**src/rtl/hazard_pkg.sv**
```systemverilog
`default_nettype none
// +----------------------------------------------------------------------+
// | hazard_pkg                                                           |
// | Shared types and helpers for the hazard/forwarding scoreboard:       |
// |   entry_flags_t - per-entry status bits (valid, dvalid)              |
// |   tnew_width()  - width of tnew/tuse fields for a given depth        |
// |   idx_width()   - width of an entry index for a given depth          |
// |   REG_ZERO      - hardwired-zero register, never tracked or matched  |
// | Revision: 1.0 - initial release                                      |
// +----------------------------------------------------------------------+
package hazard_pkg;

  localparam int REG_ZERO = 0;

  // Status bits of one in-flight write. The destination, tnew and data
  // fields are parametrised per instance and live alongside these.
  typedef struct packed {
    logic valid;   // entry holds a real register write
    logic dvalid;  // result has been captured into the entry
  } entry_flags_t;

  // Enough bits to count 0..depth cycles.
  function automatic int tnew_width(input int depth);
    return $clog2(depth + 1);
  endfunction

  // Entry index width, never zero.
  function automatic int idx_width(input int depth);
    return (depth > 1) ? $clog2(depth) : 1;
  endfunction

endpackage : hazard_pkg
`default_nettype wire

```
**src/rtl/hs_lookup.sv**
```systemverilog
`default_nettype none
// +----------------------------------------------------------------------+
// | hs_lookup                                                            |
// | Priority match of one decode read port against all tracked entries.  |
// | The youngest (lowest index) valid entry with a matching destination  |
// | wins; register 0 never matches.                                      |
// | Ports:                                                               |
// |   ent_valid/ent_dvalid/ent_addr/ent_tnew/ent_data - entry state      |
// |   res_valid/res_data - per-stage results presented this cycle        |
// |   rd_addr/rd_tuse    - source register and its consumption time      |
// |   hit/idx/data/need_stall - match result for this port               |
// | Revision: 1.0 - initial release                                      |
// +----------------------------------------------------------------------+
module hs_lookup
  import hazard_pkg::*;
#(
  parameter int DATA_W = 32,
  parameter int ADDR_W = 5,
  parameter int DEPTH  = 3,
  parameter int TNEW_W = tnew_width(DEPTH),
  parameter int IDX_W  = idx_width(DEPTH)
) (
  input  logic [DEPTH-1:0]        ent_valid,
  input  logic [DEPTH-1:0]        ent_dvalid,
  input  logic [DEPTH*ADDR_W-1:0] ent_addr,
  input  logic [DEPTH*TNEW_W-1:0] ent_tnew,
  input  logic [DEPTH*DATA_W-1:0] ent_data,
  input  logic [DEPTH-1:0]        res_valid,
  input  logic [DEPTH*DATA_W-1:0] res_data,
  input  logic [ADDR_W-1:0]       rd_addr,
  input  logic [TNEW_W-1:0]       rd_tuse,
  output logic                    hit,
  output logic [IDX_W-1:0]        idx,
  output logic [DATA_W-1:0]       data,
  output logic                    need_stall
);

  // Scan oldest to youngest so the youngest match overwrites older ones.
  always_comb begin
    hit        = 1'b0;
    idx        = '0;
    data       = '0;
    need_stall = 1'b0;
    for (int k = DEPTH - 1; k >= 0; k--) begin
      if (ent_valid[k] &&
          (ent_addr[k*ADDR_W +: ADDR_W] == rd_addr) &&
          (rd_addr != ADDR_W'(REG_ZERO))) begin
        hit  = 1'b1;
        idx  = IDX_W'(k);
        // Stored data first; otherwise bypass the result the stage is
        // producing right now; otherwise nothing is available yet.
        if (ent_dvalid[k])
          data = ent_data[k*DATA_W +: DATA_W];
        else if (res_valid[k])
          data = res_data[k*DATA_W +: DATA_W];
        else
          data = '0;
        need_stall = (ent_tnew[k*TNEW_W +: TNEW_W] > rd_tuse);
      end
    end
  end

endmodule : hs_lookup
`default_nettype wire

```
**src/rtl/hazard_scoreboard.sv**
```systemverilog
`default_nettype none
// +----------------------------------------------------------------------+
// | hazard_scoreboard                                                    |
// | Tracks in-flight register writes from E to W as a shifting record    |
// | and resolves NRD decode read ports to forwarded data or a stall.     |
// | Ports:                                                               |
// |   clk, rst_n (async, active-low)                                     |
// |   iss_valid/iss_we/iss_addr/iss_tnew - instruction issuing into E    |
// |   res_valid/res_data - per-stage results, slice k for stage k        |
// |   rd_addr/rd_tuse    - decode source registers, slice i for port i   |
// |   fwd_hit/fwd_data   - per-port forwarding result                    |
// |   stall              - hold F/D, bubble into E                       |
// |   stall_cnt          - stall-cycle counter                           |
// | Build option: define HAZARD_STATS_EN to enable the stall counter;    |
// | otherwise stall_cnt is tied to zero.                                 |
// | Revision: 1.0 - initial release                                      |
// +----------------------------------------------------------------------+
module hazard_scoreboard
  import hazard_pkg::*;
#(
  parameter int DATA_W = 32,
  parameter int ADDR_W = 5,
  parameter int DEPTH  = 3,
  parameter int NRD    = 2,
  parameter int TNEW_W = tnew_width(DEPTH)
) (
  input  logic                    clk,
  input  logic                    rst_n,
  input  logic                    iss_valid,
  input  logic                    iss_we,
  input  logic [ADDR_W-1:0]       iss_addr,
  input  logic [TNEW_W-1:0]       iss_tnew,
  input  logic [DEPTH-1:0]        res_valid,
  input  logic [DEPTH*DATA_W-1:0] res_data,
  input  logic [NRD*ADDR_W-1:0]   rd_addr,
  input  logic [NRD*TNEW_W-1:0]   rd_tuse,
  output logic [NRD-1:0]          fwd_hit,
  output logic [NRD*DATA_W-1:0]   fwd_data,
  output logic                    stall,
  output logic [31:0]             stall_cnt
);

  localparam int IDX_W = idx_width(DEPTH);

  entry_flags_t [DEPTH-1:0] flags_q;
  logic [DEPTH*ADDR_W-1:0]  addr_q;
  logic [DEPTH*TNEW_W-1:0]  tnew_q;
  logic [DEPTH*DATA_W-1:0]  data_q;

  logic [DEPTH-1:0] ent_valid;
  logic [DEPTH-1:0] ent_dvalid;
  logic [NRD-1:0]   need_stall;
  logic [NRD-1:0]   proto_err;

  always_comb begin
    ent_valid  = '0;
    ent_dvalid = '0;
    for (int k = 0; k < DEPTH; k++) begin
      ent_valid[k]  = flags_q[k].valid;
      ent_dvalid[k] = flags_q[k].dvalid;
    end
  end

  // Record shifts every cycle; a stalled decode inserts a bubble at E.
  always_ff @(posedge clk or negedge rst_n) begin
    if (!rst_n) begin
      flags_q <= '0;
      addr_q  <= '0;
      tnew_q  <= '0;
      data_q  <= '0;
    end else begin
      flags_q[0].valid  <= iss_valid & iss_we & ~stall &
                           (iss_addr != ADDR_W'(REG_ZERO));
      flags_q[0].dvalid <= 1'b0;
      addr_q[0 +: ADDR_W] <= iss_addr;
      tnew_q[0 +: TNEW_W] <= iss_tnew;
      data_q[0 +: DATA_W] <= '0;
      for (int k = 0; k < DEPTH - 1; k++) begin
        flags_q[k+1].valid  <= flags_q[k].valid;
        flags_q[k+1].dvalid <= flags_q[k].dvalid | res_valid[k];
        addr_q[(k+1)*ADDR_W +: ADDR_W] <= addr_q[k*ADDR_W +: ADDR_W];
        tnew_q[(k+1)*TNEW_W +: TNEW_W] <=
          (tnew_q[k*TNEW_W +: TNEW_W] == '0) ? '0
                                             : tnew_q[k*TNEW_W +: TNEW_W] - 1'b1;
        data_q[(k+1)*DATA_W +: DATA_W] <=
          res_valid[k] ? res_data[k*DATA_W +: DATA_W]
                       : data_q[k*DATA_W +: DATA_W];
      end
    end
  end

  generate
    for (genvar i = 0; i < NRD; i++) begin : g_port
      logic [IDX_W-1:0]  port_idx;
      logic [TNEW_W-1:0] sel_tnew;

      hs_lookup #(
        .DATA_W (DATA_W),
        .ADDR_W (ADDR_W),
        .DEPTH  (DEPTH),
        .TNEW_W (TNEW_W),
        .IDX_W  (IDX_W)
      ) u_lookup (
        .ent_valid  (ent_valid),
        .ent_dvalid (ent_dvalid),
        .ent_addr   (addr_q),
        .ent_tnew   (tnew_q),
        .ent_data   (data_q),
        .res_valid  (res_valid),
        .res_data   (res_data),
        .rd_addr    (rd_addr[i*ADDR_W +: ADDR_W]),
        .rd_tuse    (rd_tuse[i*TNEW_W +: TNEW_W]),
        .hit        (fwd_hit[i]),
        .idx        (port_idx),
        .data       (fwd_data[i*DATA_W +: DATA_W]),
        .need_stall (need_stall[i])
      );

      // A producer that claims its result is ready (tnew==0) must either
      // have delivered it or be presenting it this cycle.
      assign sel_tnew     = tnew_q[int'(port_idx)*TNEW_W +: TNEW_W];
      assign proto_err[i] = fwd_hit[i] & (sel_tnew == '0) &
                            ~ent_dvalid[port_idx] & ~res_valid[port_idx];

      a_producer_ready : assert property (
        @(posedge clk) disable iff (!rst_n) !proto_err[i]);
    end
  endgenerate

  assign stall = |need_stall;

`ifdef HAZARD_STATS_EN
  logic [31:0] stall_cnt_q;

  always_ff @(posedge clk or negedge rst_n) begin
    if (!rst_n)
      stall_cnt_q <= '0;
    else if (stall && (stall_cnt_q != 32'hFFFF_FFFF))
      stall_cnt_q <= stall_cnt_q + 32'd1;
  end

  assign stall_cnt = stall_cnt_q;
`else
  assign stall_cnt = '0;
`endif

endmodule : hazard_scoreboard
`default_nettype wire

```
**config.mk**
```make
export PLATFORM = sky130hd
export DESIGN_NAME = hazard_scoreboard
export DESIGN_NICKNAME = d
export VERILOG_FILES = /design/src/rtl/hazard_pkg.sv /design/src/rtl/hs_lookup.sv /design/src/rtl/hazard_scoreboard.sv
export SDC_FILE = /design/constraint.sdc
export NUM_CORES = 1
export LEC_CHECK = 0
export ABC_AREA = 1
export CORE_ASPECT_RATIO = 2
export CORE_UTILIZATION = 49
export CTS_CLUSTER_SIZE = 20
export DETAILED_ROUTE_END_ITERATION = 7
export HOLD_SLACK_MARGIN = 0.1
export PLACE_DENSITY_LB_ADDON = 0.3
export SYNTH_ARGS = -nofsm -noshare
export SYNTH_HDL_FRONTEND = slang
export SYNTH_SLANG_ARGS = --single-unit
```
**constraint.sdc**
```tcl
create_clock -name clk -period 5 [get_ports clk]
set_input_delay 1 -clock clk [delete_from_list [all_inputs] [get_ports clk]]
set_output_delay 1 -clock clk [all_outputs]
set_load 0.01 [all_outputs]
```
# After elaboration in Yosys (flattened, before gate mapping)
# Cells that the tools add are included.
dict set report totals {
  reg_bits 90
}
dict set report op_classes {
  n_addsub 2
  order_cmp 6
  eq_ne 6
  n_mux 26
  n_bitwise 5
  n_reduce_logical 18
}
# op n
set op_table {}
lappend op_table {{32-bit 2-to-1 mux} 12}
lappend op_table {{5-bit equality test} 6}
lappend op_table {{5-bit nonzero test} 3}
lappend op_table {{2-bit > comparator} 6}
lappend op_table {{1-bit logical AND} 12}
lappend op_table {{1-bit 2-to-1 mux} 12}
lappend op_table {{2-bit logical NOT} 2}
lappend op_table {{2-bit 2-to-1 mux} 2}
lappend op_table {{2-bit by 1-bit subtractor with 2-bit output, second input constant} 2}
lappend op_table {{1-bit bitwise AND} 3}
lappend op_table {{2-bit OR reduction} 1}
lappend op_table {{1-bit inverter} 1}
lappend op_table {{1-bit OR} 1}

# Logic depth before layout (Yosys ltp)
dict set report depth {
  ltp_word 10
  depth_mapped 13
  depth_no_buf 13
}

# Cells and area by module
# A second synthesis with hierarchy kept.
dict set report unflattened {
  cells_unflattened 1362
  hier_area_um2 8384.3
}
# module instances cells_each area_each_um2
set by_module_without_submodules {}
lappend by_module_without_submodules {hs_lookup 2 524 2556.2}
lappend by_module_without_submodules {hazard_scoreboard 1 314 3271.9}

# Worst setup path before layout
# Ideal clock, no wire load.
dict set report synth_path {
  kind {input -> output}
  from {input port rd_addr[0]}
  to {output port fwd_data[11]}
  arrival_time_ns 2.096
  path_slack_ns 1.904
  stages 7
  path_buffers 1
  path_cell_list {nor2_1 -> nand4_1 -> o211ai_1 -> nand3b_1 -> clkbuf_1 -> nor2_1 -> a31oi_1}
}
dict set report synth_between {
  elab_chain_cells 6
  elab_cells_between_ends 13
  cone_classes {eq/ne (3); mux (3); reduce/logical (7)}
}
# element line
set synth_rtl {}
lappend synth_rtl {{from (decl)} hazard_scoreboard.sv:35} ;# input logic [NRD*ADDR_W-1:0] rd_addr,
lappend synth_rtl {{5-bit equality test} hs_lookup.sv:46} ;# (ent_addr[k*ADDR_W +: ADDR_W] == rd_addr) &&
lappend synth_rtl {{1-bit logical AND} hs_lookup.sv:45} ;# if (ent_valid[k] &&
lappend synth_rtl {{1-bit logical AND} hs_lookup.sv:46}
lappend synth_rtl {{32-bit 2-to-1 mux (2 in series)} hs_lookup.sv:45}
lappend synth_rtl {{32-bit 2-to-1 mux (*)} hs_lookup.sv:45}
lappend synth_rtl {{to (decl)} hazard_scoreboard.sv:38} ;# output logic [NRD*DATA_W-1:0] fwd_data,
# Every way passes the cells marked *; elsewhere a longest branch is shown, timed or not.

# Worst setup path after layout
dict set report layout_path {
  from {input port rd_addr[2]}
  to {output port fwd_data[29]}
}
# The elaborated chain is that of the path after synthesis.

==> flow_summary_export.csv <==
group,metric,value,unit
status,outcome,"finished, final reports clean",
worst_setup_path,required,4.00,ns
cts,hold_buffers,0,
cells_and_area,drive_gt1_share,5.172,%
worst_hold_path,min_path_cells,0,
detailed_routing,viasPerCell,5.509,
detailed_routing,drt_iter0_drc,442,
worst_setup_path,path_cells,"clkdlybuf4s50_1, nor3_1, a21oi_2, nand2_4, inv_6, nor2_8, nand2_1, a31oi_1, clkdlybuf4s50_1",
die,start_util,50.75,%
yosys,synth_area_leaders,"dfrtp_1, nand2_1, buf_4, o21ai_0, inv_1",
worst_setup_path,r2r_setup_slack,3.10,ns
power,ir_drop,0.1756,mV
worst_setup_path,end_kind,"output pin",
worst_setup_path,r2r-end,"ent_valid[0]",
detailed_routing,route.final.wire_length,20.42,mm
worst_hold_path,worstHoldStart,"ent_valid[1]",
cts,clock_latency,0.34,ns
cells_and_area,n_fill_cell,1037,
yosys,avgSynthCellArea,6.868,um2
timing,relSlewSlack,51.23,%
power,p_total,0.001944,W
timing,fin_crit_sh,92.70,%
power,powerDensity,237.2,nW/um2
yosys,yosysSeqAreaShare,37.48,%
timing,skew,0.005258,ns
worst_setup_path,ff2ff_path_depth,11,
placement,port_buffers,190,
cells_and_area,final_cells,1189,
placement,place_inst,1174,
die,die_w,80.31,um
worst_hold_path,hold_path_end,"ent_valid[2]",
cts,cts_setup_buffers,0,
die,coreArea,11840,um2
timing,rsz0062_at_grt,"no",
die,dieHeight,158.6,um
placement,dpl_cell_area,7855,um2
cells_and_area,final_area,8197,um2
detailed_routing,vias,6550,
worst_setup_path,worstReg2RegStart,"addr_q[7]",
timing,hold_viol,0,
die,die_area,12740,um2
yosys,synth_seq_cells,90,
timing,fin_crit,4.635,ns
yosys,netlist_area,6010,um2
yosys,yosysWarnings,0,
cts,clock_path_buffers,2,
cts,cts_tree,"done",
global_route,grt_max_degree,67,
worst_setup_path,cpMostUsedCell,"clkdlybuf4s50_1",
timing,fmax,215.7,MHz
worst_setup_path,cp_slowest_cell,"clkdlybuf4s50_1",
cells_and_area,diodes,0,
detailed_routing,drc_errors,0,
cts,htree_levels,3,
cells_and_area,fin_nets,1176,
detailed_routing,ant_nets,0,
detailed_routing,wire_per_inst,17.18,um
yosys,synth_top_cell_by_area,"dfrtp_1",
flow_run,cap_violations,0,
placement,gp_routability_congestion,0.9519,
die,ios,223,
timing,tns,0,ns
yosys,synthCells,875,
cts,clk_pin_slew,0.07,ns
worst_setup_path,worstSetupPathType,"in -> out",
worst_setup_path,cp-start-kind,"primary input",
die,rows,56,
global_route,grt_pass1_vias,6451,
global_route,grt_overflow,0,
worst_setup_path,cp_max_fo,19,
cells_and_area,syn2layout_area_growth,36.39,%
yosys,synth_top_area_share,37.48,%
placement,dpl.hpwl,14.77,mm
worst_setup_path,cp.arrival,3.64,ns
cts,cts_buffers,9,
worst_setup_path,slowest_delay,0.61,ns
power,leakagePower,3.980,nW
worst_hold_path,min_path_type,"reg -> reg",
global_route,grt_pass1_wl,31.38,mm
global_route,grt_usage,33.03,%
cts,root_buffer,"clkbuf_16",
yosys,synth.distinct_cells,36,
timing,maxSlewViolCount,0,
global_route,antenna_found_initial,0,
worst_setup_path,startpoint,"rd_addr[2]",
timing,setup_viol,0,
timing,tightest_slew,0.7316,ns
cts,cts_resized,0,
cts,clock-sinks,90,
detailed_routing,firstDrtPassIters,5,
## cells in the final DEF, fill, tap and decap left out, drive strengths merged
master,n
a21boi,1
a21oi,11
a22o,17
a22oi,15
a31oi,34
buf,17
bufinv,3
clkbuf,10
clkdlybuf4s50,189
clkinv,2
clkinvlp,1
conb,32
dfrtp,90
ha,12
inv,82
nand2,331
nand3,26
nand3b,1
nand4,2
nor2,62
nor3,2
o211ai,1
o21ai,65
o22ai,32
o311ai,1
or2,1
or3,1
xnor2,3
## logic make-up after synthesis
family | synth area share (%)
compound gates | 18.01
other cells | 0.06240
flops | 37.48
xor+xnor | 0.4373
simple gates | 28.15
buf+inv | 13.37
fa+ha+maj | 2.498
## where the power goes
| group | total [W] | switching [W] | internal (W) |
|---|---|---|---|
| registers | 0.000795 | 0.0000242 | 0.000771 |
| clock network | 0.000783 | 0.000285 | 0.000499 |
| logic | 0.000366 | 0.000197 | 0.000169 |
| total | 0.00194 | 0.000506 | 0.00144 |
## cell type report
class	count	area [um2]	area share, %
clock buffers	10	239.0	2.916
clock inverters	5	102.6	1.252
inverters	83	316.6	3.862
multi-input cells	650	3073	37.49
flip-flops and latches	90	2252	27.48
well taps	145	181.4	2.213
repair buffers	206	2032	24.79
## synthesized netlist by cell type
library cell,number
clkinv_1,1
a21oi_2,1
buf_4,40
a21boi_0,1
a22oi_1,15
nand2_4,1
clkbuf_1,28
o311ai_0,1
or2_2,1
inv_2,10
nand3b_1,1
ha_1,12
nor2_8,1
a22o_1,17
a21oi_1,10
nand2_1,327
nand3_1,26
nor2_1,58
or3_1,1
xnor2_1,3
nor2_4,1
nor2_2,2
o21ai_1,11
nor3_1,2
o211ai_1,1
o22ai_1,32
a31oi_1,34
nand2_2,3
buf_2,14
dfrtp_1,90
inv_1,71
o21ai_0,54
buf_6,1
conb_1,1
nand4_1,2
inv_6,1
## metal layers
layer  wire length (um)  vias to the layer above  track usage [%]
met5                  0                        -                0
met4               1469                        0            23.72
met3               1278                      115            5.960
li1                   -                     3104                -
met2              10590                      367            59.22
met1               7082                     2964            33.57
## per-stage QoR
stage	setup slack (ns)	util [%]	hold slack (ns)
3_5_place_dp	0.4080	66.34	0.4057
6_report	0.3648	69.22	0.4135
3_3_place_gp	0.4219	66.34	0.3880
2_1_floorplan	1.904	-	0.3537
5_1_grt	0.3050	69.22	0.4260
4_1_cts	0.4053	69.22	0.4172
## worst max path at each step
stage,to,cells after the start
finish,fwd_data[29],9
global route,fwd_data[32],11
CTS,fwd_data[29],9
detailed placement,fwd_data[29],9
global placement,fwd_data[54],11
floorplan,fwd_data[11],7
## sequential cells by signal (all words and copies together) (netlist names)
| name | count |
|---|---|
| addr_q | 15 |
| tnew_q | 6 |
| data_q | 64 |
| ent_valid | 3 |
| ent_dvalid | 2 |
## worst max-delay path, delay by kind of cell
family          cells  cell delay (ns)
buf+inv             3             1.26
simple gates        4             0.99
compound gates      2             0.37
(Power assumes the default switching activity.)
